**src/rtl/jtag_ahbl_master.sv**
```systemverilog
// jtag_ahbl_master
//   AHB-Lite single-transfer master driven by JTAG Update-DR commands.
//   Runs entirely in the TCK domain. ADDRESS loads the word-aligned address
//   register. WRITE and READ each run one NONSEQ transfer: an address phase
//   followed by a data phase. Read data and sticky status are returned for
//   the next Capture-DR.
//
//   Optional feature (macro JTAG_AHBL_AUTOINC_EN): after each successfully
//   completed transfer, the address register advances by 4, wrapping modulo
//   2^ADDR_WIDTH.
//
// Ports
//   TCK, RST             clock; synchronous active-high reset
//   CMD_VALID/OP/DATA    command strobe, opcode (01 addr, 10 write, 11 read,
//                        00 nop) and payload
//   CMD_READY            idle, command can be accepted
//   RD_DATA, RD_VALID    last captured HRDATA, one-cycle update pulse
//   STATUS, STATUS_CLR   {overrun, timeout, err, busy}; clear of sticky bits
//   H*                   AHB-Lite master interface
module jtag_ahbl_master #(
  parameter int unsigned ADDR_WIDTH     = 32,
  parameter int unsigned DATA_WIDTH     = 32,
  parameter int unsigned TIMEOUT_CYCLES = 255
) (
  input  logic                  TCK,
  input  logic                  RST,
  input  logic                  CMD_VALID,
  input  logic [1:0]            CMD_OP,
  input  logic [DATA_WIDTH-1:0] CMD_DATA,
  output logic                  CMD_READY,
  output logic [DATA_WIDTH-1:0] RD_DATA,
  output logic                  RD_VALID,
  output logic [3:0]            STATUS,
  input  logic                  STATUS_CLR,
  output logic [ADDR_WIDTH-1:0] HADDR,
  output logic [1:0]            HTRANS,
  output logic                  HWRITE,
  output logic [2:0]            HSIZE,
  output logic [2:0]            HBURST,
  output logic [3:0]            HPROT,
  output logic [DATA_WIDTH-1:0] HWDATA,
  input  logic                  HREADY,
  input  logic [DATA_WIDTH-1:0] HRDATA,
  input  logic                  HRESP
);

  typedef enum logic [1:0] {IDLE, ADDR_PH, DATA_PH} state_t;

  localparam logic [1:0] OP_ADDR  = 2'b01;
  localparam logic [1:0] OP_WRITE = 2'b10;
  localparam logic [1:0] OP_READ  = 2'b11;

  state_t                  state, state_n;
  logic [ADDR_WIDTH-1:0]   addr_q;
  logic [DATA_WIDTH-1:0]   wdata_q, rdata_q;
  logic                    write_q, rd_valid_q;
  logic                    ovr_q, tmo_q, err_q;
  logic [31:0]             wait_cnt;
  logic                    accept, bus_wait, tmo_hit, xfer_done;
  logic [ADDR_WIDTH-1:0]   cmd_addr;

  assign cmd_addr = ADDR_WIDTH'(CMD_DATA) & ~ADDR_WIDTH'(3);

  always_comb begin
    state_n   = state;
    accept    = CMD_VALID && (state == IDLE);
    bus_wait  = (state != IDLE) && !HREADY;
    // The phase aborts on the wait cycle that brings the count up to the limit.
    tmo_hit   = bus_wait && (TIMEOUT_CYCLES != 0) && ((wait_cnt + 32'd1) == TIMEOUT_CYCLES);
    xfer_done = 1'b0;
    case (state)
      IDLE: begin
        if (accept && (CMD_OP == OP_WRITE || CMD_OP == OP_READ)) state_n = ADDR_PH;
      end
      ADDR_PH: begin
        if (HREADY)       state_n = DATA_PH;
        else if (tmo_hit) state_n = IDLE;
      end
      DATA_PH: begin
        if (HREADY) begin
          state_n   = IDLE;
          xfer_done = 1'b1;
        end else if (tmo_hit) begin
          state_n = IDLE;
        end
      end
      default: state_n = IDLE;
    endcase
  end

  always_ff @(posedge TCK) begin
    if (RST) begin
      state      <= IDLE;
      addr_q     <= '0;
      wdata_q    <= '0;
      rdata_q    <= '0;
      write_q    <= 1'b0;
      rd_valid_q <= 1'b0;
      ovr_q      <= 1'b0;
      tmo_q      <= 1'b0;
      err_q      <= 1'b0;
      wait_cnt   <= '0;
    end else begin
      state <= state_n;

      if (state_n != state) wait_cnt <= '0;
      else if (bus_wait)    wait_cnt <= wait_cnt + 32'd1;

      if (accept) begin
        case (CMD_OP)
          OP_ADDR:  addr_q <= cmd_addr;
          OP_WRITE: begin
            wdata_q <= CMD_DATA;
            write_q <= 1'b1;
          end
          OP_READ:  write_q <= 1'b0;
          default:  ;
        endcase
      end
`ifdef JTAG_AHBL_AUTOINC_EN
      else if (xfer_done && !HRESP) begin
        addr_q <= addr_q + ADDR_WIDTH'(4);
      end
`endif

      rd_valid_q <= xfer_done && !write_q;
      if (xfer_done && !write_q) rdata_q <= HRDATA;

      // Set events take priority over the clear.
      ovr_q <= (CMD_VALID && (state != IDLE)) || (ovr_q && !STATUS_CLR);
      tmo_q <= tmo_hit || (tmo_q && !STATUS_CLR);
      err_q <= (xfer_done && HRESP) || (err_q && !STATUS_CLR);
    end
  end

  assign CMD_READY = (state == IDLE);
  assign RD_DATA   = rdata_q;
  assign RD_VALID  = rd_valid_q;
  assign STATUS    = {ovr_q, tmo_q, err_q, state != IDLE};
  assign HADDR     = addr_q;
  assign HTRANS    = (state == ADDR_PH) ? 2'b10 : 2'b00;
  assign HWRITE    = write_q;
  assign HWDATA    = wdata_q;
  assign HSIZE     = 3'b010;
  assign HBURST    = 3'b000;
  assign HPROT     = 4'b0011;

endmodule

```
**config.mk**
```make
export PLATFORM = sky130hd
export DESIGN_NAME = jtag_ahbl_master
export DESIGN_NICKNAME = d
export VERILOG_FILES = /design/src/rtl/jtag_ahbl_master.sv
export SDC_FILE = /design/constraint.sdc
export NUM_CORES = 1
export LEC_CHECK = 0
export ABC_AREA = 1
export BUFFER_PORTS_ARGS = -buffer_cell sky130_fd_sc_hd__buf_2
export CAP_MARGIN = 15
export CORE_UTILIZATION = 50
export DETAILED_ROUTE_END_ITERATION = 12
export PLACE_DENSITY = 0.86
export SYNTH_ARGS = -nofsm -noshare
export SYNTH_HDL_FRONTEND = slang
export SYNTH_SLANG_ARGS = --single-unit
```
**constraint.sdc**
```tcl
create_clock -name TCK -period 4.25 [get_ports TCK]
set_input_delay 0.425 -clock TCK [delete_from_list [all_inputs] [get_ports TCK]]
set_output_delay 0.425 -clock TCK [all_outputs]
set_load 0.005 [all_outputs]
```
==> impl_summary.md, run 1 <==
Setup path
Traced cell by cell, the critical path runs through ha_1 > inv_1 > nor2_4 > nand2_2 > o21ai_0 > nand2_1 > nor2_1 > nand3_1 > nor2_1 > nand3_1 > nand2_1 > nand2_2 > nand3_4 > nor2_1. The delay of the slowest critical-path stage is 0.41 ns. The highest fanout seen on the critical path is 32.

Grouping stages by cell kind, the critical path spends the most delay in simple AND/OR/NAND/NOR gates. The type of the worst setup path is flop to flop. The cell with the biggest individual delay on the critical path is sky130_fd_sc_hd__nand3_4. The worst setup path is captured at a flop.

STA puts the critical path data arrival time at 2.87 ns. Among the stages of the critical path, the cell type that occurs most often is sky130_fd_sc_hd__nor2_1. The required time at the worst-slack endpoint is 4.53 ns. STA classifies the critical path startpoint as a flop. Counting both buffers and inverters, the worst setup path holds a total of 1.

Drt
In this run the remaining antenna-violating nets after routing total 0. The detailed router finished its first iteration with 405 violations. The detailed-route DRC error count is 6.

The number of vias per cell is 5.07. The first detailed-routing pass ran for 9 iterations. Dividing the detail-routed wire length by the instance count gives 13.4 um. Summing over every cut layer, the via total after detailed routing is 5,964.

The total length of routed wires is 15,800 um.

Logic synthesis
The count of synthesis-stage warnings from yosys is 0. For this run, the register share of the synthesized area comes to 0.445. Counting distinct cell types in the post-synthesis netlist gives 26. Counting flops and latches in the post-synthesis netlist gives 133. Counting every instance in the synthesized netlist gives 868. The mean instance size in the synthesized netlist is 6.89 um^2. In this run the cell area of the synthesized design comes to 5980 um^2.

GRT
The number of antenna violations at the first check in global routing came to 0. The overall routing resource usage is 0.267. The total global routing overflow is 0.

The via count of the first global-routing pass is 5,769. The first global-routing pass estimated 26,900 um of wire. The pin count of the biggest net entering global routing is 95.

Final layout
The final net count is 1,096. Leaving out fill and tap cells, the most frequent cells in the layout are sky130_fd_sc_hd__nor2_1 (261), sky130_fd_sc_hd__buf_2 (173), sky130_fd_sc_hd__nand2_1 (147). The proportion of layout cells with a drive suffix above 1 is 0.242. The leading cell type in the layout, fill and taps excluded is sky130_fd_sc_hd__nor2_1. 0 antenna diodes ended up in the layout.

After filler insertion, the fill cell instance count of the layout stands at 983. The layout-stage area growth over the synthesis result is 24.7%. Once layout is complete, the utilization of the core stands at 0.648.

Timing
The time the worst path needs with I/O delays and setup is 2.59 ns. For the final database, setup skew stands at 0.00553 ns. Setup violations remaining at the end of the flow were counted as 0. In the finished design, the share of the clock period the worst path needs comes to 0.610. Setup repair after global routing left no endpoint under its margin.

The worst max-slew margin expressed relative to the limit is 0.311. Derived from the worst setup path, the maximum achievable clock frequency is 386 MHz. The max-slew violation total from the final report is 0. The hold violation total from the final report is 0. At the pin with the least slew margin, the transition time is 1.03 ns. The final total negative setup slack is 0 ns. Once routing completed, OpenROAD measured the worst setup slack at 1.66 ns.

Clock network
The clock tree synthesis step divided the H-tree into 4 levels. The post-cts hold buffer count is 0. After clock tree synthesis, the clock-pin slew on the worst setup and hold paths is 0.05 ns. Counting the buffers created by CTS gives 17. The root buffer cell chosen for the clock tree is sky130_fd_sc_hd__clkbuf_16. For this design, the sink count on the clock tree is 133. The number of instances resized during post-cts repair is 0. TritonCTS built the clock tree. The clock latency on the worst-skew pair is 0.42 ns. The number of setup buffers added after CTS is 0.

Counting along the longest clock path gives a buffer depth of 2.

Floorplanning
The floorplan die area is 12,400 um^2. 187 I/O pins were placed. The initial utilization of the core area, before any placement, comes to 0.519. The cell row count is 39. In this run the horizontal extent of the chip is 111 um. The die span in y is 111 um. The total area inside the core boundary comes to 11,500 um^2.

Power
The analysis attributes to cell leakage a power of 3.62 nW. The total power is 3.18 mW. Power spread over the standard cell area amounts to 427 nW/um^2. The maximum resistive drop on vdd is 0.331 mV.

Run status
The run finished, with violations left. The final reports fail on DRC.

Place
The congestion estimate from routability-driven global placement came to 0.898. The number of I/O port buffers is 173. After legalization and detailed placement, the total HPWL measured 10,800 um. The pre-CTS setup slack is 1.66 ns.

Run
The count of max-cap constraint violations is 0.

Min path
The min-delay analysis places its worst path in the category input pin to flop.
[stage by stage]
step	instances	hold WS (ns)	area (um^2)
after floorplan	879	0.444	6020
after global placement	1146	0.451	6810
after detailed placement	1146	0.455	6810
after CTS	1176	0.222	7460
after global routing	1176	0.229	7460
final	1176	0.230	7460
[synthesized netlist by cell type]
cell,count,share of area
sky130_fd_sc_hd__conb_1,2,0.0013
sky130_fd_sc_hd__clkbuf_1,35,0.022
sky130_fd_sc_hd__ha_1,2,0.0042
sky130_fd_sc_hd__nand2_1,147,0.092
sky130_fd_sc_hd__nor2_1,263,0.17
sky130_fd_sc_hd__xnor2_1,2,0.0029
sky130_fd_sc_hd__nor2_4,5,0.0094
sky130_fd_sc_hd__buf_4,16,0.020
sky130_fd_sc_hd__nand4_1,3,0.0031
sky130_fd_sc_hd__and2_1,1,0.0010
sky130_fd_sc_hd__a21oi_1,6,0.0050
sky130_fd_sc_hd__nor2_2,25,0.026
sky130_fd_sc_hd__buf_6,1,0.0019
sky130_fd_sc_hd__nand3_4,1,0.0029
sky130_fd_sc_hd__nor3_1,2,0.0017
sky130_fd_sc_hd__buf_12,2,0.0067
sky130_fd_sc_hd__nand3_1,23,0.019
sky130_fd_sc_hd__nand3b_1,10,0.013
sky130_fd_sc_hd__o21ai_0,130,0.11
sky130_fd_sc_hd__and3_1,1,0.0010
sky130_fd_sc_hd__inv_1,44,0.028
sky130_fd_sc_hd__nand2_2,7,0.0073
sky130_fd_sc_hd__nor2_8,1,0.0033
sky130_fd_sc_hd__xor2_1,5,0.0073
sky130_fd_sc_hd__nand3_2,1,0.0017
sky130_fd_sc_hd__dfxtp_1,133,0.45
[path summary, 6_finish.rpt]
| path | startpoint | end | slack (ns) | cells past startpoint |
|---|---|---|---|---|
| worst max register to register | wait_cnt[1] | wait_cnt[0] | 1.66 | 14 |
| worst min register to register | err_q | err_q | 0.47 | 2 |
| worst min-delay path | HRDATA[5] | RD_DATA[5] | 0.23 | 3 |
| worst max-delay path | wait_cnt[1] | wait_cnt[0] | 1.66 | 14 |
[worst reg2reg max path, cell delays in order (launching register included)]
cell	delay, ns
sky130_fd_sc_hd__dfxtp_1	0.38
sky130_fd_sc_hd__ha_1	0.22
sky130_fd_sc_hd__inv_1	0.09
sky130_fd_sc_hd__nor2_4	0.16
sky130_fd_sc_hd__nand2_2	0.12
sky130_fd_sc_hd__o21ai_0	0.20
sky130_fd_sc_hd__nand2_1	0.08
sky130_fd_sc_hd__nor2_1	0.13
sky130_fd_sc_hd__nand3_1	0.10
sky130_fd_sc_hd__nor2_1	0.15
sky130_fd_sc_hd__nand3_1	0.11
sky130_fd_sc_hd__nand2_1	0.12
sky130_fd_sc_hd__nand2_2	0.08
sky130_fd_sc_hd__nand3_4	0.41
sky130_fd_sc_hd__nor2_1	0.10
[flip-flops by register name (all words and copies together) (netlist names)]
name	cells
wait_cnt	32
tmo_q	1
HWDATA	32
ovr_q	1
HWRITE	1
HADDR	30
RD_VALID	1
state	2
RD_DATA	32
err_q	1
[area by class of cell]
class                           count  area (um^2)  share of cell area
Tap cell                          143          179              0.0240
Sequential cell                   133         2660               0.357
Multi-Input combinational cell    648         2900               0.389
Clock inverter                      8          173              0.0232
Timing Repair Buffer              178          903               0.121
Inverter                           44          165              0.0221
Clock buffer                       22          474              0.0636
[power breakdown]
group | total, mW | internal, mW | switching (mW)
Clock | 1.61 | 1.08 | 0.524
Sequential | 1.33 | 1.30 | 0.0321
Combinational | 0.247 | 0.0970 | 0.150
[per-layer routing]
| layer | vias to the layer above | wire length (um) | track usage |
|---|---|---|---|
| met5 | - | 0 | 0 |
| met2 | 209 | 7300 | 0.435 |
| met4 | 0 | 383 | 0.111 |
| met3 | 38 | 1330 | 0.0920 |
| li1 | 3012 | - | - |
| met1 | 2705 | 6740 | 0.323 |
[kinds of logic (layout without fill, tap and decap cells)]
logic type | after synthesis | in the layout | share of synthesized area
fa+ha+maj | 2 | 2 | 0.00418
compound gates | 136 | 136 | 0.114
other cells | 2 | 13 | 0.00126
flops | 133 | 133 | 0.445
buf+inv | 98 | 252 | 0.0783
xor+xnor | 7 | 7 | 0.0103
simple gates | 490 | 490 | 0.347
Note: power is estimated with default switching activity, not from simulation.
==> inputs of run 2 (changes only) <==
ABC_AREA = 0   (was 1)
clock period = 2.5 ns   (was 4.25 ns; I/O delays follow)
==> run 2 against run 1 <==
  * The run ends with setup timing left
  * Die area is 4.8% higher
  * Critical path depth decreased by 4
  * Cell count down 0.43%
  * Non-clock buffer count is 80 higher
  * Clock-buffer cell count down 3
==> impl_summary.md, run 2 <==
Floorplanning
The effective utilization at floorplan is 0.518 (was 0.519). The die width was 114 um (was 111 um). The die span in y is 114 um (was 111 um). The number of I/O pins is 187 (unchanged). The cell row count is 40 (was 39). The standard cell core area is 12,100 um^2 (was 11,500 um^2). The floorplan die area was 13,000 um^2 (was 12,400 um^2).

Setup path
The minimum setup slack among reg-to-reg paths is -0.13 ns (was 1.66 ns). The endpoint kind of the worst setup timing path was a flop (unchanged). The data arrival at the endpoint of the critical path is 2.91 ns (was 2.87 ns). The type of the worst setup path was flop to flop (unchanged).

The cell with the biggest individual delay on the critical path is sky130_fd_sc_hd__dfxtp_4 (was sky130_fd_sc_hd__nand3_4). The worst flop-to-flop path endpoint is wait_cnt[4] (was wait_cnt[0]). The length in cells of the worst reg-to-reg path came to 10 (was 14). The nature of the critical path startpoint is a flop (unchanged). The cell occurring most often along the worst timing path was sky130_fd_sc_hd__nand4_1 (was sky130_fd_sc_hd__nor2_1). Cells traversed along the worst timing path: nand4_1 > buf_4 > nor4_4 > nand4_1 > a211oi_2 > nand4_2 > o31ai_4 > buf_6 > clkbuf_16 > a21oi_2 (was ha_1 > inv_1 > nor2_4 > nand2_2 > o21ai_0 > nand2_1 > nor2_1 > nand3_1 > nor2_1 > nand3_1 > nand2_1 > nand2_2 > nand3_4 > nor2_1). The highest fanout seen on the critical path came to 7 (was 32).

The reg-to-reg startpoint is wait_cnt[7] (was wait_cnt[1]). The required time at the worst-slack endpoint is 2.78 ns (was 4.53 ns). The delay of the slowest critical-path stage is 0.36 ns (was 0.41 ns).

GRT
The wire length of the first global-routing pass is 28,200 um (was 26,900 um). The number of antenna violations at the first check in global routing is 0 (unchanged). The via count of the first global-routing pass is 5,940 (was 5,769). The pin count of the biggest net entering global routing is 63 (was 95). The total global routing overflow is 0 (unchanged). The overall routing resource usage is 0.274 (was 0.267).

Timing
The final total negative setup slack came to -3.35 ns (was 0 ns). The maximum frequency from static timing analysis was 380 MHz (was 386 MHz). The transition time of the tightest slew-check pin was 0.680 ns (was 1.03 ns). The fraction of the cycle the final worst path needs is 1.05 (was 0.610). The maximum clock skew at final layout came to 0.0123 ns (was 0.00553 ns).

The worst max-slew margin expressed relative to the limit is 0.546 (was 0.311). The max-slew violation total from the final report is 0 (unchanged). The hold violation total from the final report is 0 (unchanged). The final setup violation count is 32 (was 0).

The final worst slack was -0.133 ns (was 1.66 ns). The time the worst path needs with I/O delays and setup was 2.63 ns (was 2.59 ns). Setup repair after global routing missed its margin: true (was false).

Clock network
The deepest level of the CTS H-tree is 4 (unchanged). The clock latency on the worst-skew pair was 0.42 ns (about the same). The maximum buffer depth of the clock tree is 2 (unchanged). The number of clock buffers inserted by TritonCTS was 17 (unchanged).

The TritonCTS clock tree is done (unchanged). The post-cts hold buffer count is 0 (unchanged). The cell at the root of the clock tree was sky130_fd_sc_hd__clkbuf_16 (unchanged). The clock-pin slew on the worst setup and hold paths is 0.06 ns (was 0.05 ns). The CTS sink count is 133 (unchanged).

Logic synthesis
The count of synthesis-stage warnings from yosys is 0 (unchanged). The synthesized cell area is 6270 um^2 (was 5980 um^2). The most frequently used flop master after synthesis is sky130_fd_sc_hd__dfxtp_1 (unchanged).

The mean instance size in the synthesized netlist is 8.11 um^2 (was 6.89 um^2). The area share of the largest cell type after synthesis is 0.425 (was 0.445). The count of state elements after synthesis is 133 (unchanged).

The async set or reset register ratio after synthesis is 0 (unchanged). Commonest cells in the synthesized netlist: sky130_fd_sc_hd__nand2_1 (238), sky130_fd_sc_hd__dfxtp_1 (133), sky130_fd_sc_hd__a21oi_1 (100) (was sky130_fd_sc_hd__nor2_1 (263), sky130_fd_sc_hd__nand2_1 (147), sky130_fd_sc_hd__dfxtp_1 (133)). The distinct cell type count after synthesis is 65 (was 26).

The most frequent cell after synthesis is sky130_fd_sc_hd__nand2_1 (was sky130_fd_sc_hd__nor2_1). Cells taking the most area after synthesis: sky130_fd_sc_hd__dfxtp_1 (42%), sky130_fd_sc_hd__nand2_1 (14%), sky130_fd_sc_hd__a21oi_1 (8.0%) (was sky130_fd_sc_hd__dfxtp_1 (45%), sky130_fd_sc_hd__nor2_1 (17%), sky130_fd_sc_hd__o21ai_0 (11%)). The sequential element share of the synthesized area is 0.425 (was 0.445).

The largest area contributor in the netlist is sky130_fd_sc_hd__dfxtp_1 (unchanged). The number of enable-type register cells in the synthesized netlist is 0 (unchanged). The post-synthesis cell count came to 773 (was 868).

Drt
The detailed-router iteration count before antenna repair came to 6 (was 9). The number of vias per cell came to 5.45 (was 5.07). The iteration-0 DRC count of the detailed router came to 606 (was 405). The count of antenna-violating nets left after detailed routing is 0 (unchanged). The detailed-route DRC error count was 0 (was 6). The total length of routed wires is 18,100 um (was 15,800 um).

The detailed-route wire length per cell was 15.5 um (was 13.4 um). The detailed-route via count is 6,381 (was 5,964).

Final layout
The leading cell type in the layout, fill and taps excluded is sky130_fd_sc_hd__nand2_1 (was sky130_fd_sc_hd__nor2_1). Commonest non-fill, non-tap cells in the layout: sky130_fd_sc_hd__nand2_1 (237), sky130_fd_sc_hd__buf_2 (172), sky130_fd_sc_hd__dfxtp_1 (122) (was sky130_fd_sc_hd__nor2_1 (261), sky130_fd_sc_hd__buf_2 (173), sky130_fd_sc_hd__nand2_1 (147)). The layout-stage area growth over the synthesis result is 33.7% (was 24.7%). The final net count is 1,064 (was 1,096).

The number of fill cells in the layout was 927 (was 983). The final cell count without fillers is 1,171 (was 1,176). The register area is 2690 um^2 (was 2660 um^2). The final instance area is 8390 um^2 (was 7460 um^2).

The proportion of layout cells with a drive suffix above 1 is 0.372 (was 0.242). The combined area of the multi-input logic cells was 3260 um^2 (was 2900 um^2). The diode insertion count for antenna repair is 0 (unchanged).

Place
The weighted congestion reported at the end of routability-driven placement is 0.899 (was 0.898). The instance area at placement was 7470 um^2 (was 6810 um^2). The pre-CTS setup slack is -0.195 ns (was 1.66 ns).

The HPWL after detailed placement was 11,700 um (was 10,800 um). The total placed cells including tap cells came to 1,125 (was 1,146). The number of I/O port buffers is 173 (unchanged).

Min path
The type of the tightest min-delay check is input pin to flop (unchanged). The start point of the worst hold path is HRDATA[30] (was HRDATA[5]). The destination of the worst hold path is RD_DATA[30] (was RD_DATA[5]).

The cell depth of the worst min-delay path came to 3 (unchanged).

Run
The count of max-cap constraint violations is 0 (unchanged).

Power
The power per cell area is 609 nW/um^2 (was 427 nW/um^2). The leakage component of the power is 3.58 nW (was 3.62 nW). The maximum resistive drop on vdd is 0.508 mV (was 0.331 mV).

Run status
Outcome: complete, but fails checks (unchanged). Violations in the final reports: setup timing (was DRC).
[run 2: cell types whose count changed after synthesis, sizes merged, moves of 19 or more]
| cell | before | now |
|---|---|---|
| nand2 | 154 | 238 |
| a21oi | 6 | 130 |
| xnor2 | 2 | 21 |
| inv | 44 | 5 |
| o21ai | 130 | 4 |
| nor2 | 294 | 21 |
[run 2: through the flow]
stage	utilization	hold WS, ns	power (mW)
floorplan	-	0.380	2.42
global placement	0.617	0.438	2.54
detailed placement	0.617	0.443	2.55
CTS	0.680	0.0526	5.12
global route	0.692	0.0487	5.27
finish	0.692	0.0682	5.11
[run 2: cells by family after synthesis]
kind of cell | synth area share
compound gates | 0.160
xor+xnor | 0.0615
fa+ha+maj | 0.00399
buf+inv | 0.0866
flops | 0.425
mux | 0.00180
other cells | 0.00120
simple gates | 0.260
[run 2: worst max path at each step]
| stage | start | end | cells after the start |
|---|---|---|---|
| after global routing | wait_cnt[8] | wait_cnt[4] | 10 |
| after detailed placement | wait_cnt[7] | wait_cnt[31] | 8 |
| after global placement | wait_cnt[13] | wait_cnt[31] | 9 |
| after CTS | wait_cnt[0] | wait_cnt[1] | 10 |
| after floorplan | wait_cnt[11] | wait_cnt[2] | 9 |
| final | wait_cnt[7] | wait_cnt[4] | 10 |
[run 2: power by group]
part / total (mW) / internal [mW] / switching (mW)
Clock: 2.58 / 1.61 / 0.969
Sequential: 2.18 / 2.16 / 0.0235
Combinational: 0.349 / 0.137 / 0.212
Total: 5.11 / 3.90 / 1.20
[run 2: cell type report]
class / instances / share of cell area
flip-flops and latches: 133 / 0.321
clock inverters: 13 / 0.0204
repair buffers: 258 / 0.190
inverters: 5 / 0.00224
well taps: 168 / 0.0251
clock buffers: 19 / 0.0528
multi-input cells: 575 / 0.388
[run 2: worst max-delay path, delay by kind of cell, from the launching register on]
family                 cells  cell delay, ns
AND/OR/NAND/NOR            4            0.94
AO/OA/AOI/OAI              3            0.68
flip-flops                 1            0.36
buffers and inverters      3            0.54
[run 2: timing repair]
item | 4_1_cts | 5_1_grt
setup endpoints to repair | 35 | 35
pin swaps | 6 | 18
cloned | 2 | 1
setup buffers | 5 | 6
resized for setup | 15 | 21
[run 2: layer usage]
| layer | vias up | routed length [um] | GRT usage |
|---|---|---|---|
| met5 | - | 0 | 0 |
| met3 | 81 | 1440 | 0.0909 |
| met2 | 325 | 8790 | 0.453 |
| li1 | 3009 | - | - |
| met1 | 2966 | 7170 | 0.323 |
| met4 | 0 | 731 | 0.126 |
==> inputs of run 3 (changes only) <==
CORE_UTILIZATION = 35   (was 50)
PLACE_DENSITY = 0.66   (was 0.86)
==> run 3 against run 2 <==
  * The run still ends with setup timing left
  * Design area is 0.63% higher
  * Core utilization down 21 points
  * Power is 1.4% lower
  * Clock-buffer cell count unchanged
  * Clock skew fell by 0.0049 ns
  * Register-to-register slack improved by 0.06 ns
  * Worst hold slack got worse by 0.0084 ns
  * Highest routed layer unchanged
==> impl_summary.md, run 3 (same netlist as run 2, synthesis figures left out) <==
Timing
The fraction of the cycle the final worst path needs is 1.03 (was 1.05). The hold violation total from the final report was 0 (unchanged). The final worst slack is -0.0730 ns (was -0.133 ns). The maximum frequency from static timing analysis was 389 MHz (was 380 MHz). The maximum clock skew at final layout is 0.00739 ns (was 0.0123 ns).

The final setup violation count was 21 (was 32). The post-route worst hold slack is 0.0598 ns (was 0.0682 ns). The time the worst path needs with I/O delays and setup came to 2.57 ns (was 2.63 ns).

The transition time of the tightest slew-check pin is 0.679 ns (was 0.680 ns). The max-slew violation total from the final report is 0 (unchanged). The worst max-slew margin expressed relative to the limit is 0.547 (was 0.546). Setup repair after global routing missed its margin: true (unchanged).

Final layout
The final instance area is 8440 um^2 (was 8390 um^2). The final cell count without fillers is 1,231 (was 1,171). The leading cell type in the layout, fill and taps excluded is sky130_fd_sc_hd__nand2_1 (unchanged). The proportion of layout cells with a drive suffix above 1 is 0.371 (was 0.372). The final net count came to 1,067 (was 1,064). The diode insertion count for antenna repair is 0 (unchanged).

The utilization after layout is 0.484 (was 0.692). The layout-stage area growth over the synthesis result is 34.6% (was 33.7%). Commonest non-fill, non-tap cells in the layout: sky130_fd_sc_hd__nand2_1 (238), sky130_fd_sc_hd__buf_2 (172), sky130_fd_sc_hd__dfxtp_1 (120) (was sky130_fd_sc_hd__nand2_1 (237), sky130_fd_sc_hd__buf_2 (172), sky130_fd_sc_hd__dfxtp_1 (122)).

GRT
The wire length of the first global-routing pass is 27,500 um (was 28,200 um). The overall routing resource usage was 0.189 (was 0.274). The total global routing overflow was 0 (unchanged). The pin count of the biggest net entering global routing came to 77 (was 63). The number of antenna violations at the first check in global routing is 0 (unchanged).

The via count of the first global-routing pass is 5,479 (was 5,940).

Run status
Outcome: complete, but fails checks (unchanged). Violations in the final reports: setup timing (unchanged).

Setup path
The required time at the worst-slack endpoint is 2.78 ns (about the same). The minimum setup slack among reg-to-reg paths was -0.07 ns (was -0.13 ns). The highest fanout seen on the critical path is 10 (was 7).

The reg-to-reg startpoint is wait_cnt[1] (was wait_cnt[7]). The delay of the slowest critical-path stage is 0.46 ns (was 0.36 ns). The worst flop-to-flop path endpoint is wait_cnt[2] (was wait_cnt[4]).

Cells traversed along the worst timing path: ha_4 > nand3_4 > nor4_4 > nand3_1 > xor2_1 > o2111ai_4 > o31ai_4 > buf_6 > buf_12 > a21oi_2 (was nand4_1 > buf_4 > nor4_4 > nand4_1 > a211oi_2 > nand4_2 > o31ai_4 > buf_6 > clkbuf_16 > a21oi_2). The type of the worst setup path is flop to flop (unchanged). The gate family responsible for the most delay along the worst path is simple AND/OR/NAND/NOR gates (unchanged). The cell with the biggest individual delay on the critical path is sky130_fd_sc_hd__nor4_4 (was sky130_fd_sc_hd__dfxtp_4).

The nature of the critical path startpoint is a flop (unchanged). The worst path buffer plus inverter count is 2 (was 3). The endpoint kind of the worst setup timing path is a flop (unchanged). The length in cells of the worst reg-to-reg path is 10 (unchanged). The data arrival at the endpoint of the critical path came to 2.86 ns (was 2.91 ns).

Floorplanning
The die width is 136 um (was 114 um). The die span in y is 136 um (was 114 um). The effective utilization at floorplan came to 0.360 (was 0.518).

The standard cell core area came to 17,400 um^2 (was 12,100 um^2). The number of I/O pins was 187 (unchanged). The floorplan die area is 18,500 um^2 (was 13,000 um^2). The cell row count is 48 (was 40).

Drt
The detailed-route DRC error count is 0 (unchanged). The detailed-router iteration count before antenna repair is 4 (was 6). The detailed-route wire length per cell is 14.1 um (was 15.5 um). The detailed-route via count is 5,974 (was 6,381). The total length of routed wires is 17,400 um (was 18,100 um). The count of antenna-violating nets left after detailed routing is 0 (unchanged). The number of vias per cell came to 4.85 (was 5.45). The iteration-0 DRC count of the detailed router is 290 (was 606).

Power
The switching part of the total power is 0.240 (was 0.236). The sequential group share of total power is 0.433 (was 0.427). The power per cell area was 597 nW/um^2 (was 609 nW/um^2).

The net switching power was 1.21 mW (was 1.20 mW). The proportion of power drawn by combinational gates is 0.068 (about the same). The clock power share is 0.498 (was 0.505). The maximum resistive drop on vdd was 0.463 mV (was 0.508 mV). The leakage component of the power is 3.58 nW (about the same). The internal power is 3.83 mW (was 3.90 mW).

Place
The total placed cells including tap cells is 1,192 (was 1,125). The number of I/O port buffers is 173 (unchanged). The HPWL after detailed placement came to 12,100 um (was 11,700 um). The instance area at placement was 7620 um^2 (was 7470 um^2). The weighted congestion reported at the end of routability-driven placement came to 0.873 (was 0.899).

Run
The count of max-cap constraint violations is 0 (unchanged).

Min path
The type of the tightest min-delay check is input pin to flop (unchanged). The destination of the worst hold path is RD_DATA[18] (was RD_DATA[30]). The start point of the worst hold path is HRDATA[18] (was HRDATA[30]). The cell depth of the worst min-delay path came to 3 (unchanged).

Clock network
The clock latency on the worst-skew pair is 0.42 ns (about the same). The cell at the root of the clock tree is sky130_fd_sc_hd__clkbuf_16 (unchanged). The TritonCTS clock tree is done (unchanged).

The maximum buffer depth of the clock tree is 2 (unchanged). The number of clock buffers inserted by TritonCTS is 17 (unchanged). The clock-pin slew on the worst setup and hold paths came to 0.06 ns (about the same).

The CTS sink count was 133 (unchanged). The post-cts hold buffer count is 0 (unchanged). The deepest level of the CTS H-tree is 4 (unchanged).
[run 3: changes by cell type in the layout (fill, tap and decap cells not counted), moves of 2 or more]
cell / previous run / this run
sky130_fd_sc_hd__clkinv_2: 1 / 3
sky130_fd_sc_hd__buf_4: 77 / 81
sky130_fd_sc_hd__buf_6: 5 / 2
sky130_fd_sc_hd__buf_12: 1 / 3
sky130_fd_sc_hd__dfxtp_1: 122 / 120
sky130_fd_sc_hd__dfxtp_4: 6 / 4
sky130_fd_sc_hd__dfxtp_2: 5 / 9
sky130_fd_sc_hd__buf_8: 0 / 2
sky130_fd_sc_hd__inv_6: 2 / 5
[run 3: layer usage]
layer	track usage	routed length [um]	up-vias
li1	-	-	3013
met3	0.0652	1210	26
met2	0.308	8460	174
met1	0.232	7420	2761
met5	0	0	-
met4	0.0637	281	0
[run 3: worst max path at each step]
| stage | depth (start not counted) | slack (ns) | to | start |
|---|---|---|---|---|
| after floorplan | 9 | 0.009 | wait_cnt[2] | wait_cnt[11] |
| after global placement | 8 | -0.08 | wait_cnt[31] | wait_cnt[7] |
| after detailed placement | 8 | -0.15 | wait_cnt[2] | wait_cnt[8] |
| after CTS | 11 | -0.08 | wait_cnt[21] | wait_cnt[1] |
| after global routing | 10 | -0.20 | wait_cnt[9] | wait_cnt[8] |
| final | 10 | -0.07 | wait_cnt[2] | wait_cnt[1] |
[run 3: cell type report]
cell class | count | area, um^2
clock inverters | 13 | 144
fillers | 1722 | 8980
multi-input cells | 575 | 3240
clock buffers | 19 | 453
repair buffers | 261 | 1610
inverters | 5 | 18.8
well taps | 225 | 282
flip-flops and latches | 133 | 2690
[run 3: power groups by stage]
stage | Clock [mW] | Sequential (mW) | Combinational [mW]
3_3_place_gp | 0 | 2.23 | 0.321
3_5_place_dp | 0 | 2.23 | 0.324
4_1_cts | 2.56 | 2.18 | 0.345
2_1_floorplan | 0 | 2.23 | 0.191
5_1_grt | 2.67 | 2.19 | 0.379
6_report | 2.51 | 2.18 | 0.345
[run 3: timing repair]
action                                  in CTS  in global routing
endpoints found under the setup margin      35                 35
buffers inserted                             6                  0
endpoints found under the hold margin        0                  0
resized for setup                           20                 20
pin swaps                                   16                  3
gates cloned                                 2                  0
[run 3: worst reg2reg max path, cell delays in order (launching register included)]
cell,delay [ns]
sky130_fd_sc_hd__dfxtp_4,0.38
sky130_fd_sc_hd__ha_4,0.15
sky130_fd_sc_hd__nand3_4,0.10
sky130_fd_sc_hd__nor4_4,0.46
sky130_fd_sc_hd__nand3_1,0.18
sky130_fd_sc_hd__xor2_1,0.26
sky130_fd_sc_hd__o2111ai_4,0.18
sky130_fd_sc_hd__o31ai_4,0.31
sky130_fd_sc_hd__buf_6,0.19
sky130_fd_sc_hd__buf_12,0.15
sky130_fd_sc_hd__a21oi_2,0.07
[run 3: stage by stage]
step	worst slack (ns)	total power [mW]	setup TNS, ns
2_1_floorplan	0.00913	2.42	0
3_3_place_gp	-0.0765	2.55	-2.09
3_5_place_dp	-0.147	2.55	-4.33
4_1_cts	-0.0845	5.09	-1.54
5_1_grt	-0.196	5.23	-4.93
6_report	-0.0730	5.04	-1.06
